<file path="src/rtl/states_pkg.sv">
// Shared state encodings for the per-thread pipeline: the core sequencing
// state broadcast to every thread and the load/store unit state reported back.
package states_pkg;

   typedef enum logic [2:0] {
      CORE_IDLE    = 3'd0,
      CORE_FETCH   = 3'd1,
      CORE_DECODE  = 3'd2,
      CORE_REQUEST = 3'd3,
      CORE_WAIT    = 3'd4,
      CORE_EXECUTE = 3'd5,
      CORE_UPDATE  = 3'd6,
      CORE_DONE    = 3'd7
   } core_state_t;

   typedef enum logic [1:0] {
      LSU_IDLE       = 2'd0,
      LSU_REQUESTING = 2'd1,
      LSU_WAITING    = 2'd2,
      LSU_DONE       = 2'd3
   } lsu_state_t;

endpackage

</file>
<file path="src/rtl/thread_lsu.sv">
// Per-thread load/store unit. Turns an LDR/STR operand pair into one request
// on the read or write channel, waits for the memory controller to accept it,
// and aborts with a sticky error if the request waits too long.
module thread_lsu
   import states_pkg::*;
#(
   parameter int ADDR_BITS      = 8,
   parameter int DATA_BITS      = 8,
   parameter int TIMEOUT_CYCLES = 255
) (
   input  logic                 clk,
   input  logic                 reset,
   input  logic                 enable,
   input  logic [2:0]           core_state,
   input  logic                 decoded_mem_read_enable,
   input  logic                 decoded_mem_write_enable,
   input  logic [7:0]           rs,
   input  logic [DATA_BITS-1:0] rt,
   output logic                 mem_read_valid,
   output logic [ADDR_BITS-1:0] mem_read_address,
   input  logic                 mem_read_ready,
   input  logic [DATA_BITS-1:0] mem_read_data,
   output logic                 mem_write_valid,
   output logic [ADDR_BITS-1:0] mem_write_address,
   output logic [DATA_BITS-1:0] mem_write_data,
   input  logic                 mem_write_ready,
   output logic [1:0]           lsu_state,
   output logic [DATA_BITS-1:0] lsu_out,
   output logic                 lsu_error
);

   // Operation latched at request time; local to this unit.
   localparam logic [1:0] OP_NONE  = 2'd0;
   localparam logic [1:0] OP_READ  = 2'd1;
   localparam logic [1:0] OP_WRITE = 2'd2;

   // Last timer value before the watchdog aborts; the timer never exceeds it.
   localparam logic [7:0] TIMER_LAST = 8'(TIMEOUT_CYCLES - 1);

   lsu_state_t state;
   logic [1:0] op;
   logic [1:0] op_sel;
   logic [7:0] timer;
   logic       ready_seen;

   // Pick the operation (read has priority) and the ready of the channel in use.
   always_comb begin
      // NOTE: every always_comb output gets a default first so no latch is inferred.
      op_sel = OP_NONE;
      if (decoded_mem_read_enable)
         op_sel = OP_READ;
      else if (decoded_mem_write_enable)
         op_sel = OP_WRITE;
      ready_seen = (op == OP_READ) ? mem_read_ready : mem_write_ready;
   end

   // Request sequencing, watchdog and result capture; frozen while enable is low.
   // NOTE: sequential state uses non-blocking assignments so every flop samples pre-edge values.
   always_ff @(posedge clk or posedge reset) begin
      if (reset) begin
         state             <= LSU_IDLE;
         op                <= OP_NONE;
         timer             <= '0;
         mem_read_valid    <= 1'b0;
         mem_read_address  <= '0;
         mem_write_valid   <= 1'b0;
         mem_write_address <= '0;
         mem_write_data    <= '0;
         lsu_out           <= '0;
         lsu_error         <= 1'b0;
      end else if (enable) begin
         case (state)
            LSU_IDLE: begin
               if (core_state == CORE_REQUEST && op_sel != OP_NONE) begin
                  op        <= op_sel;
                  lsu_error <= 1'b0;
                  state     <= LSU_REQUESTING;
               end
            end
            LSU_REQUESTING: begin
               if (op == OP_READ) begin
                  mem_read_valid   <= 1'b1;
                  mem_read_address <= rs[ADDR_BITS-1:0];
               end else begin
                  mem_write_valid   <= 1'b1;
                  mem_write_address <= rs[ADDR_BITS-1:0];
                  mem_write_data    <= rt;
               end
               timer <= '0;
               state <= LSU_WAITING;
            end
            LSU_WAITING: begin
               // Ready is checked first so an acceptance on the abort edge still succeeds.
               if (ready_seen) begin
                  mem_read_valid  <= 1'b0;
                  mem_write_valid <= 1'b0;
                  if (op == OP_READ)
                     lsu_out <= mem_read_data;
                  state <= LSU_DONE;
               end else if (timer == TIMER_LAST) begin
                  mem_read_valid  <= 1'b0;
                  mem_write_valid <= 1'b0;
                  lsu_error       <= 1'b1;
                  if (op == OP_READ)
                     lsu_out <= '0;
                  state <= LSU_DONE;
               end else begin
                  timer <= timer + 8'd1;
               end
            end
            LSU_DONE: begin
               // lsu_out holds through UPDATE so the register file can capture it.
               if (core_state == CORE_UPDATE)
                  state <= LSU_IDLE;
            end
            default: state <= LSU_IDLE;
         endcase
      end
   end

   assign lsu_state = state;

endmodule

</file>
<file path="config.mk">
export PLATFORM = sky130hd
export DESIGN_NAME = thread_lsu
export DESIGN_NICKNAME = d
export VERILOG_FILES = /design/src/rtl/states_pkg.sv /design/src/rtl/thread_lsu.sv
export SDC_FILE = /design/constraint.sdc
export NUM_CORES = 1
export LEC_CHECK = 0
export ABC_AREA = 1
export CORE_MARGIN = 2
export CORE_UTILIZATION = 42
export CTS_CLUSTER_DIAMETER = 80
export CTS_CLUSTER_SIZE = 14
export DETAILED_ROUTE_END_ITERATION = 8
export PLACE_DENSITY = 0.83
export REMOVE_ABC_BUFFERS = 1
export SLEW_MARGIN = 40
export SYNTH_ARGS = -nofsm -noshare
export SYNTH_HDL_FRONTEND = slang
export SYNTH_SLANG_ARGS = --single-unit
</file>
<file path="constraint.sdc">
create_clock -name clk -period 1.4 [get_ports clk]
set_input_delay 0.28 -clock clk [delete_from_list [all_inputs] [get_ports clk]]
set_output_delay 0.28 -clock clk [all_outputs]
set_load 0.005 [all_outputs]
</file>
== Yosys cells after proc, flatten, opt, wreduce, memory -nomap -nowiden ==
Index checks and enable logic that the tools add are counted.
Widths: inputs -> output; s select.

* Bits of input ports: 34
* Word-level logic and storage cells: 67
* Bits in registers: 47
* Output and inout port bits: 37

* Equal/unequal tests: 15
* Bitwise operators: 1
* Multiplexer cells: 25
* Add/sub/neg operators: 1
* Reduce and logical (&&, ||, !) cells: 15

{| class="wikitable"
|+ Operator list
! kind !! count
|-
| $mux 8 || 6
|-
| $reduce_and 4->1 || 5
|-
| $pmux 8 s2 || 1
|-
| $ne 2x2->1 const B || 7
|-
| $mux 2 || 6
|-
| $reduce_and 3->1 || 3
|-
| $add 8x1->8 const B || 1
|-
| $eq 8x8->1 const B || 1
|-
| $mux 1 || 8
|-
| $pmux 2 s4 || 1
|-
| $reduce_bool 2->1 || 4
|-
| $pmux 1 s2 || 3
|-
| $reduce_and 5->1 || 1
|-
| $eq 2x1->1 const B || 2
|-
| $eq 2x2->1 const B || 2
|-
| $eq 3x2->1 const B || 1
|-
| $eq 3x3->1 const B || 1
|-
| $ne 3x3->1 const B || 1
|-
| $logic_not 2->1 || 1
|-
| $logic_and 1x1->1 || 1
|-
| $not 1->1 || 1
|}

== Longest topological paths before layout ==
* Depth after elaboration: 6
* Mapped depth: 11
* Mapped depth without buffers: 11

== Worst setup path before layout ==
Ideal clock, no wire load.

* Kind: reg2reg
* Start: register state[1], in the netlist lsu_state[1]
* End: register mem_write_data[0]
* Path buffers: 1
* Stages on the path, launching flop included: 8
* Required time: 1.275 ns
* Clock period less this slack: 1.577 ns
* Arrival time: 1.452 ns
* Setup slack: -0.177 ns
* Path through: dfrtp_1 -> inv_1 -> ha_1 -> nand2_1 -> inv_2 -> nand2_2 -> buf_2 -> mux2_2

* Word-level cells in the longest chain between the ends: 2

{| class="wikitable"
|+ Ends and longest elaborated chain
! what !! line !! text
|-
| start, declared || thread_lsu.sv:40 || <nowiki>lsu_state_t state;</nowiki>
|-
| start signal, assigned || thread_lsu.sv:61 || <nowiki>state <= LSU_IDLE;</nowiki>
|-
| start signal, assigned || thread_lsu.sv:77 || <nowiki>state <= LSU_REQUESTING;</nowiki>
|-
| start signal, assigned || thread_lsu.sv:90 || <nowiki>state <= LSU_WAITING;</nowiki>
|-
| $eq 2x1->1 || thread_lsu.sv:72 || <nowiki>case (state)</nowiki>
|-
| $reduce_and 3->1 (no line) || -- ||
|-
| end signal, assigned || thread_lsu.sv:87 || <nowiki>mem_write_data <= rt;</nowiki>
|-
| end, declared || thread_lsu.sv:25 || <nowiki>output logic [DATA_BITS-1:0] mem_write_data,</nowiki>
|}

Every way passes these cells.
A chain may end at the register's enable or synchronous reset.

== Worst setup path after layout ==
Ends and elaborated chain as after synthesis.

==> results.ini <==
[drt]
routedWlPerCell_um = 17.5
vias = 2326
drc_errors = 0
via_per_inst = 5.27
drtIter0Drc = 328
first_pass_iters = 5
detail-route-antenna-nets = 0
drt-total-wl_mm = 7.70

[synth]
synth_top_area_cell = dfrtp_1
synth_xor_area_share_pct = 0.376
synth_compound_area_share_pct = 11.0
synth-edff-count = 0
syn_area_sq_um = 2330
syn_inst = 253
synthSimpleGateAreaFrac_pct = 23.1
yosysUniqueCellTypes = 28
muxShareOfSynthArea_pct = 3.87
syn_area_per_cell_sq_um = 9.21
synth_top_flop_cell = dfrtp_1
synth_area_leaders = dfrtp_1, nand2_1, inv_1, o21ai_2, nand3_1
ys_seq_area_share_pct = 50.5
async_flop_share_pct = 100
yosys_register_bits = 47
synth_fa_ha_area_share_pct = 3.76
synth_top_family_by_area = simple AND/OR/NAND/NOR gates
yosys.area.top_type_share_pct = 50.5
yosysWarningCount = 0

[final_layout]
syn2layout_area_growth_pct = 65.6
nFillCells = 358
fin_nets = 410
final_cell_area_sq_um = 3860
drive_gt1_share_pct = 39.3
antenna_cells = 0

[clock_tree]
clkTransAtPathRegs_ns = 0.09
clk_latency_ns = 0.31
cts-root-buf = clkbuf_8
clockBufferDepth = 2
numCtsBuffers = 5
cts_tree = done
cts_num_sinks = 47
holdBufCountCts = 0
h-tree-depth = 2

[critical_path]
crit_chain = buf_6 -> inv_6 -> ha_4 -> nand2_4 -> inv_4 -> buf_12 -> nand2_8 -> mux2_4
critPathMaxFanout = 5
worst_path_max_delay_cell = dfrtp_1
worstSetupPathType = reg2reg
required_ns = 1.60
path_delay_family = flip-flops
end_kind = flip-flop
cp_num_buf_inv = 4
max_stage_delay_ns = 0.41
cp-start-kind = flip-flop
crit_arrival_ns = 1.72

[timing]
rsz0062_at_grt = yes
timing.fmax_mhz = 662
finalWorstSetupSlack_ns = -0.112
slew_violations = 0
clock_skew_ns = 0.00612
relSlewSlack_pct = 81.8
finalHoldViolCount = 0
tightest_slew_ns = 0.272
min_period_ns = 1.51
finalCritPeriodShare_pct = 108
setup_violations = 46

[placed_design]
gp_congestion = 0.805
post_dp_cell_area_sq_um = 3240
dpl.hpwl_mm = 3.71
portBuffers = 70

[global_routing]
grt_max_degree = 48
antenna_found_initial = 0
grt_pass1_wl_mm = 10.5
overflow = 0
first_global_vias = 2198
grtUsageTotal_pct = 21.8

[run]
cap_violations = 0

[die]
core_area_sq_um = 5440
std_cell_rows = 27
fp.dieW_um = 78.5
start_util_pct = 42.8
die_h_um = 78.5
dieArea_sq_um = 6160
io-pin-count = 71

[run_status]
status = complete, but fails checks
violations = negative setup slack

[power]
p_leak_nw = 1.91
total_power_mw = 6.80
power.density_nw_per_um2 = 1760
max-vdd-ir-drop_mv = 1.02

[min_path]
hp-class = in2async

==> worst register-to-register path: stages, from the launching register on <==
cell and delay, ns:
dfrtp_1 0.41, buf_6 0.14, inv_6 0.06, ha_4 0.15, nand2_4 0.06, inv_4 0.10
buf_12 0.12, nand2_8 0.08, mux2_4 0.32
==> registers in the layout, summed over array words and instances, names as in the netlist <==
| signal | flops |
|---|---|
| op | 2 |
| mem_read_address | 8 |
| lsu_state | 2 |
| lsu_out | 8 |
| mem_write_valid | 1 |
| mem_write_address | 8 |
| mem_write_data | 8 |
| lsu_error | 1 |
| mem_read_valid | 1 |
| timer | 8 |
==> area by class of cell <==
type | count | area, sq um | share of cell area [%]
Clock buffer | 5 | 68.8 | 1.78
Tap cell | 72 | 90.1 | 2.33
Clock inverter | 2 | 13.8 | 0.357
Inverter | 32 | 128 | 3.31
Sequential cell | 47 | 1180 | 30.5
Timing Repair Buffer | 113 | 1080 | 28.0
Multi-Input combinational cell | 170 | 1300 | 33.7
==> stage by stage <==
stage	worst slack [ns]	hold WS (ns)	cells	util [%]	setup TNS (ns)
after global routing	-0.168	0.368	441	70.9	-5.13
after detailed placement	-0.280	0.462	408	59.6	-6.81
final	-0.112	0.322	441	70.9	-2.60
after global placement	-0.219	0.458	408	59.6	-6.11
after CTS	-0.0948	0.335	436	66.1	-1.30
after floorplan	-0.316	0.412	246	-	-3.79
==> cell usage after synthesis, types with 2 or more instances <==
master / n
nand2_1: 59
dfrtp_1: 47
inv_1: 30
nand3_1: 20
o21ai_0: 15
o21ai_2: 12
nand2_2: 8
nor2_1: 8
ha_1: 7
mux2_2: 7
nand4_1: 7
o21ai_1: 6
nand2_4: 4
a21oi_1: 3
buf_2: 3
clkbuf_1: 2
inv_2: 2
o21a_1: 2
or2_2: 2
==> routing by layer <==
metal	vias to the layer above	GRT usage (%)	routed length [um]
met1	1136	27.0	2970
met4	0	9.65	195
met2	113	37.5	4090
met5	-	0	0
li1	1057	-	-
met3	20	3.56	451
==> timing repair <==
| item | in CTS | in global routing |
|---|---|---|
| gates resized for setup | 67 | 80 |
| pin swaps | 2 | 16 |
| setup endpoints to repair | 67 | 49 |
| cloned | 4 | 1 |
| buffers inserted | 17 | 4 |
==> worst paths after layout <==
path,from,end,slack (ns),cells past startpoint
worst min-delay path,reset,lsu_out[5],0.32,3
worst max register to register,lsu_state[1],mem_write_data[0],-0.11,8
max in group asynchronous,reset,timer[2],0.86,3
worst max-delay path,lsu_state[1],mem_write_data[0],-0.11,8
worst min register to register,lsu_out[2],lsu_out[2],0.49,2
min in group clk,lsu_out[2],lsu_out[2],0.49,2
==> layout by cell type (no fill, tap or decap), drive strengths merged <==
master | netlist | final
dlygate4sd2 | 0 | 35
o21ai | 33 | 33
nand3 | 21 | 22
a21oi | 3 | 3
nand4 | 7 | 7
nand3b | 1 | 1
o21bai | 1 | 1
buf | 5 | 43
xnor2 | 1 | 1
dfrtp | 47 | 47
or2 | 2 | 2
clkinv | 0 | 2
o211ai | 1 | 1
nand2 | 71 | 73
clkdlybuf4s50 | 0 | 33
mux2 | 8 | 8
inv | 32 | 32
ha | 7 | 7
nor2 | 9 | 9
clkbuf | 2 | 7
o21a | 2 | 2
==> where the power goes <==
part	internal, mW	switching [mW]
logic	1.91	1.87
registers	1.83	0.353
clock network	0.343	0.493
total	4.09	2.71
==> logic make-up after synthesis <==
kind of cell | Yosys count
mux | 8
compound gates | 40
simple gates | 111
buf+inv | 39
fa+ha+maj | 7
flops | 47
xor+xnor | 1
Power figures use the tool's default switching activity.
